==> config.mk <==
export PLATFORM = sky130hd
export DESIGN_NAME = addsub_rr_sched_flat
export DESIGN_NICKNAME = d
export VERILOG_FILES = /design/src/rtl/addsub_rr_sched_if.sv /design/src/rtl/addsub_rr_sched.sv /design/src/flat_wrapper.sv
export SDC_FILE = /design/constraint.sdc
export NUM_CORES = 1
export LEC_CHECK = 0
export ABC_AREA = 1
export CORE_MARGIN = 1.5
export CORE_UTILIZATION = 47
export CTS_CLUSTER_DIAMETER = 50
export DETAILED_ROUTE_END_ITERATION = 12
export GPL_ROUTABILITY_DRIVEN = 0
export GPL_TIMING_DRIVEN = 0
export PLACE_DENSITY = 0.81
export SLEW_MARGIN = 20
export SYNTH_ARGS = -nofsm -noshare
export SYNTH_HDL_FRONTEND = slang
export SYNTH_SLANG_ARGS = --single-unit
==> constraint.sdc <==
create_clock -name clk -period 2.6 [get_ports clk]
set_input_delay 0.39 -clock clk [delete_from_list [all_inputs] [get_ports clk]]
set_output_delay 0.39 -clock clk [all_outputs]
set_load 0.02 [all_outputs]
==> src/rtl/addsub_rr_sched_if.sv <==
`default_nettype none
// +----------------------------------------------------------------------+
// | addsub_rr_sched_if : requester/consumer bundle for addsub_rr_sched    |
// | Revision: 1.0                                                        |
// +----------------------------------------------------------------------+
interface addsub_rr_sched_if #(
    parameter int N = 4
);
    logic                req0;
    logic [N-1:0]        a0;
    logic [N-1:0]        b0;
    logic                op0;
    logic                gnt0;
    logic                req1;
    logic [N-1:0]        a1;
    logic [N-1:0]        b1;
    logic                op1;
    logic                gnt1;
    logic                out_valid;
    logic                out_ready;
    logic                out_id;
    logic signed [N:0]   result;
    logic                sat;
    logic                busy;

    modport slave (
        input  req0, a0, b0, op0, req1, a1, b1, op1, out_ready,
        output gnt0, gnt1, out_valid, out_id, result, sat, busy
    );

    modport master (
        output req0, a0, b0, op0, req1, a1, b1, op1, out_ready,
        input  gnt0, gnt1, out_valid, out_id, result, sat, busy
    );
endinterface
`default_nettype wire

==> src/rtl/addsub_rr_sched.sv <==
`default_nettype none
// +----------------------------------------------------------------------+
// | addsub_rr_sched : two-requester round-robin shared add/sub unit.      |
// | ADDSUB_RR_SCHED_SAT_EN clamps results to N bits. Revision: 1.0        |
// +----------------------------------------------------------------------+
module addsub_rr_sched #(
    parameter int N = 4
) (
    input  wire logic        clk,
    input  wire logic        rst,
    addsub_rr_sched_if.slave bus
);
    typedef enum logic [1:0] {
        IDLE = 2'd0,
        EXEC = 2'd1,
        DONE = 2'd2
    } state_t;

    state_t              r_state;
    state_t              w_state_nxt;
    logic                r_ptr;
    logic [N-1:0]        r_a;
    logic [N-1:0]        r_b;
    logic                r_op;
    logic                r_id;
    logic signed [N:0]   r_result;
    logic                r_out_id;
    logic                r_sat;
    logic                r_out_valid;
    logic                w_gnt0;
    logic                w_gnt1;
    logic signed [N:0]   w_a_ext;
    logic signed [N:0]   w_b_ext;
    logic signed [N:0]   w_exact;
    logic signed [N:0]   w_res;
    logic                w_sat;

    always_ff @(posedge clk or posedge rst) begin
        if (rst) begin
            r_state <= IDLE;
        end else begin
            r_state <= w_state_nxt;
        end
    end

    // Grants are gated by rst so they read 0 while reset is held.
    always_comb begin
        w_gnt0      = 1'b0;
        w_gnt1      = 1'b0;
        w_state_nxt = r_state;
        case (r_state)
            IDLE: begin
                if (!rst) begin
                    if (bus.req0 && !(bus.req1 && r_ptr)) begin
                        w_gnt0 = 1'b1;
                    end else if (bus.req1) begin
                        w_gnt1 = 1'b1;
                    end
                end
                if (w_gnt0 || w_gnt1) begin
                    w_state_nxt = EXEC;
                end
            end
            EXEC: w_state_nxt = DONE;
            DONE: begin
                if (r_out_valid && bus.out_ready) begin
                    w_state_nxt = IDLE;
                end
            end
            default: w_state_nxt = IDLE;
        endcase
    end

    assign w_a_ext = $signed({r_a[N-1], r_a});
    assign w_b_ext = $signed({r_b[N-1], r_b});
    assign w_exact = r_op ? (w_a_ext - w_b_ext) : (w_a_ext + w_b_ext);

`ifdef ADDSUB_RR_SCHED_SAT_EN
    localparam logic signed [N:0] c_sat_max = $signed({2'b00, {(N-1){1'b1}}});
    localparam logic signed [N:0] c_sat_min = $signed({2'b11, {(N-1){1'b0}}});

    always_comb begin
        w_res = w_exact;
        w_sat = 1'b0;
        if (w_exact > c_sat_max) begin
            w_res = c_sat_max;
            w_sat = 1'b1;
        end else if (w_exact < c_sat_min) begin
            w_res = c_sat_min;
            w_sat = 1'b1;
        end
    end
`else
    assign w_res = w_exact;
    assign w_sat = 1'b0;
`endif

    always_ff @(posedge clk or posedge rst) begin
        if (rst) begin
            r_ptr       <= 1'b0;
            r_a         <= '0;
            r_b         <= '0;
            r_op        <= 1'b0;
            r_id        <= 1'b0;
            r_result    <= '0;
            r_out_id    <= 1'b0;
            r_sat       <= 1'b0;
            r_out_valid <= 1'b0;
        end else begin
            if (w_gnt0 || w_gnt1) begin
                r_a   <= w_gnt1 ? bus.a1  : bus.a0;
                r_b   <= w_gnt1 ? bus.b1  : bus.b0;
                r_op  <= w_gnt1 ? bus.op1 : bus.op0;
                r_id  <= w_gnt1;
                r_ptr <= ~w_gnt1;
            end
            if (r_state == EXEC) begin
                r_result    <= w_res;
                r_sat       <= w_sat;
                r_out_id    <= r_id;
                r_out_valid <= 1'b1;
            end else if (r_state == DONE && bus.out_ready) begin
                r_out_valid <= 1'b0;
            end
        end
    end

    assign bus.gnt0      = w_gnt0;
    assign bus.gnt1      = w_gnt1;
    assign bus.out_valid = r_out_valid;
    assign bus.out_id    = r_out_id;
    assign bus.result    = r_result;
    assign bus.sat       = r_sat;
    assign bus.busy      = (r_state != IDLE);
endmodule
`default_nettype wire

==> src/flat_wrapper.sv <==
// flat-port wrapper written by rule: the top's interface ports become plain ports
module addsub_rr_sched_flat 
#(
    parameter int N = 4
)
  (clk, rst, bus_req0, bus_a0, bus_b0, bus_op0, bus_req1, bus_a1, bus_b1, bus_op1, bus_out_ready, bus_gnt0, bus_gnt1, bus_out_valid, bus_out_id, bus_result, bus_sat, bus_busy);
  addsub_rr_sched_if #(.N(N)) bus_i ();
  input  wire logic clk;
  input  wire logic rst;
  input wire logic [$bits(bus_i.req0)-1:0] bus_req0;
  input wire logic [$bits(bus_i.a0)-1:0] bus_a0;
  input wire logic [$bits(bus_i.b0)-1:0] bus_b0;
  input wire logic [$bits(bus_i.op0)-1:0] bus_op0;
  input wire logic [$bits(bus_i.req1)-1:0] bus_req1;
  input wire logic [$bits(bus_i.a1)-1:0] bus_a1;
  input wire logic [$bits(bus_i.b1)-1:0] bus_b1;
  input wire logic [$bits(bus_i.op1)-1:0] bus_op1;
  input wire logic [$bits(bus_i.out_ready)-1:0] bus_out_ready;
  output wire logic [$bits(bus_i.gnt0)-1:0] bus_gnt0;
  output wire logic [$bits(bus_i.gnt1)-1:0] bus_gnt1;
  output wire logic [$bits(bus_i.out_valid)-1:0] bus_out_valid;
  output wire logic [$bits(bus_i.out_id)-1:0] bus_out_id;
  output wire logic [$bits(bus_i.result)-1:0] bus_result;
  output wire logic [$bits(bus_i.sat)-1:0] bus_sat;
  output wire logic [$bits(bus_i.busy)-1:0] bus_busy;
  assign bus_i.req0 = bus_req0;
  assign bus_i.a0 = bus_a0;
  assign bus_i.b0 = bus_b0;
  assign bus_i.op0 = bus_op0;
  assign bus_i.req1 = bus_req1;
  assign bus_i.a1 = bus_a1;
  assign bus_i.b1 = bus_b1;
  assign bus_i.op1 = bus_op1;
  assign bus_i.out_ready = bus_out_ready;
  assign bus_gnt0 = bus_i.gnt0;
  assign bus_gnt1 = bus_i.gnt1;
  assign bus_out_valid = bus_i.out_valid;
  assign bus_out_id = bus_i.out_id;
  assign bus_result = bus_i.result;
  assign bus_sat = bus_i.sat;
  assign bus_busy = bus_i.busy;
  addsub_rr_sched #(.N(N)) u_core (.clk(clk), .rst(rst), .bus(bus_i));
endmodule
==> flow_summary.ini, run 1 <==
[synthesis]
synth_area_leader_cell = dfrtp_1
netlist.area_leader.share = 0.413
syn_avg_cell_area_um2 = 8.59
synth_fp_nets = 170
syn-cell-area_um2 = 1210
synth_edf_count = 0
ys_top_cells_by_count = 40 x nand2_1, 20 x dfrtp_1, 14 x inv_1, 12 x nand3_1, 8 x nand2_2
synth-seq-cells = 20
async_flop_share = 1.00
syn_inst = 141
synthFlopType = dfrtp_1
ys_seq_area_frac = 0.413
synth.area.top_cells = dfrtp_1 41%, nand2_1 12%, ha_1 5.2%, nand3_1 5.0%, inv_1 4.3%
yosysUniqueCellTypes = 27
synthMostInstantiatedCell = nand2_1
ys_warn_count = 0

[setup_path]
crit_fanout = 10
required_ps = 2210
end_kind = output port
path_class = in2out
reg2reg_slack_ps = 590
critPathLaunchType = input port
critical_path_arrival_ps = 2060

[clock_network]
root_buffer = clkbuf_4
htreeDepth = 1
clock_latency_ps = 300
clkSinkCount = 20
cts.path.max_buffers = 2
path_clk_slew_ps = 100
tritoncts = yes
postCtsSetupBuffers = 0
numCtsBuffers = 3
cts.repair.resized = 0
hold_buffers = 0

[drt]
antenna_left = 0
viasPerCell = 5.02
wl_per_cell_um = 11.1
drtIter0Drc = 12
dr.pass1.iters = 4
wl_mm = 2.28
drc = 0
vias = 1035

[die]
rows = 18
initial_core_util = 0.493
core_um2 = 2450
io_pins = 34
die_height_um = 53.8
die_x_um = 53.8
die-area_um2 = 2890

[timing]
worstMarginPinSlew_ps = 752
fin_skew_ps = 8.45
final_hold_viol_count = 0
rsz0062_at_grt = no
worst_slack_ps = 147
setup_violations = 0
slew_headroom = 0.498
timing.final.crit_share = 0.943
tns_ps = 0
fin_crit_ps = 2450
slew_violations = 0
fmax_mhz = 408

[final_layout]
area_delta_synth_final_pct = 31.4
final_area_um2 = 1590
final_util = 0.648
drive_above_1_share = 0.193
n_antenna_cell = 0
nets = 207

[pwr]
swShare = 0.443
p_leak_nw = 0.800
switching_power_mw = 0.778
ir_worst_vdd_uv = 629
p_int_mw = 0.978
p_seq_frac = 0.308
power_mw = 1.76
pwr-share-comb = 0.610
powerDensity_nw_per_um2 = 1100
clockPowerShare = 0.083

[global_route]
grt_pass1_wl_mm = 3.89
grt_max_degree = 21
grt_usage = 0.187
antenna_found_initial = 0
first_global_vias = 977
grt-ovfl-total = 0

[run_status]
outcome = finished, final reports clean

[place]
pre_cts_ws_ps = 145
dpl-instance-area_um2 = 1570
port_buffers = 32
dp_hpwl_mm = 1.89

[job]
cap_violations = 0

[hold_path]
hold_class = reg2reg
## worst paths after layout
kind	start	to	depth (start not counted)
max	rst	bus_gnt1	6
min	u_core.bus.out_id	u_core.bus.out_id	2
max reg2reg	u_core.r_b[1]	u_core.bus.result[3]	9
min reg2reg	u_core.bus.out_id	u_core.bus.out_id	2
max in group asynchronous	rst	u_core.r_state[1]	2
min in group asynchronous	rst	u_core.r_a[2]	2
## per-stage QoR
stage | instances | hold slack (ps)
after global routing | 206 | 499
after floorplan | 141 | 354
after detailed placement | 203 | 460
after global placement | 203 | 453
after CTS | 206 | 486
final | 206 | 482
## layout by cell type (no fill, tap or decap), types with 2 or more instances in the layout
master           synthesis  routed
nand2_2                  8       8
inv_1                   14      14
dfrtp_1                 20      20
nand3_2                  4       4
nand2_4                  4       4
nand3_1                 12      12
nand2_1                 40      40
o211ai_1                 2       2
inv_2                    4       4
clkbuf_4                 0       3
o21ai_0                  4       4
clkdlybuf4s50_1          0      32
a21oi_1                  2       2
o211ai_2                 4       4
nor2_1                   5       5
ha_1                     5       5
## flip-flops by register name, summed over array words and instances (netlist names)
register and count:
u_core.r_ptr 1, u_core.r_b 4, u_core.r_a 4, u_core.r_state 2
u_core.r_op 1, u_core.bus.result 5, u_core.bus.out_id 1, u_core.r_id 1
u_core.bus.out_valid 1
## cell type report
type / count / area (µm²)
buffer: 3 / 23.8
clock buffer: 3 / 22.5
fill: 212 / 863
inverter: 18 / 67.6
multi-input combinational: 100 / 619
sequential: 20 / 500
tap: 30 / 37.5
timing repair buffer: 32 / 320
## power by group through the flow
stage	combinational, mW	clock [mW]	sequential, mW
after floorplan	0.726	0	0.590
after global placement	1.04	0	0.537
after detailed placement	1.08	0	0.547
after CTS	1.08	0.147	0.541
after global routing	1.22	0.160	0.559
final	1.07	0.145	0.541
## worst max-delay path, cell delays in order
cell and delay (ps):
clkdlybuf4s50_1 500, nor2_8 170, nand2_4 100, nor2_4 110
buf_6 170, clkdlybuf4s50_1 620
## metal layers
| metal | track usage | share of wire | up-vias |
|---|---|---|---|
| met4 | 0.0812 | 0.015 | 0 |
| met3 | 0.0250 | 0.044 | 5 |
| li1 | - | - | 528 |
| met2 | 0.346 | 0.53 | 30 |
| met5 | 0 | 0 | - |
| met1 | 0.212 | 0.41 | 472 |
## cell families after synthesis
| group | after synthesis | synth area share |
|---|---|---|
| AO/OA/AOI/OAI | 15 | 0.0971 |
| adder cells (fa/ha/maj) | 6 | 0.0682 |
| buffers and inverters | 21 | 0.0754 |
| XOR/XNOR | 1 | 0.00723 |
| AND/OR/NAND/NOR | 77 | 0.336 |
| flip-flops | 20 | 0.413 |
| other | 1 | 0.00310 |
No activity file was read; power rests on OpenSTA's default activity.
==> run 2: changes to the inputs <==
- CTS_CLUSTER_DIAMETER: 50 -> unset
==> results of run 2 <==
Same layout as run 1: the final DEF is identical, and so are final timing and power.
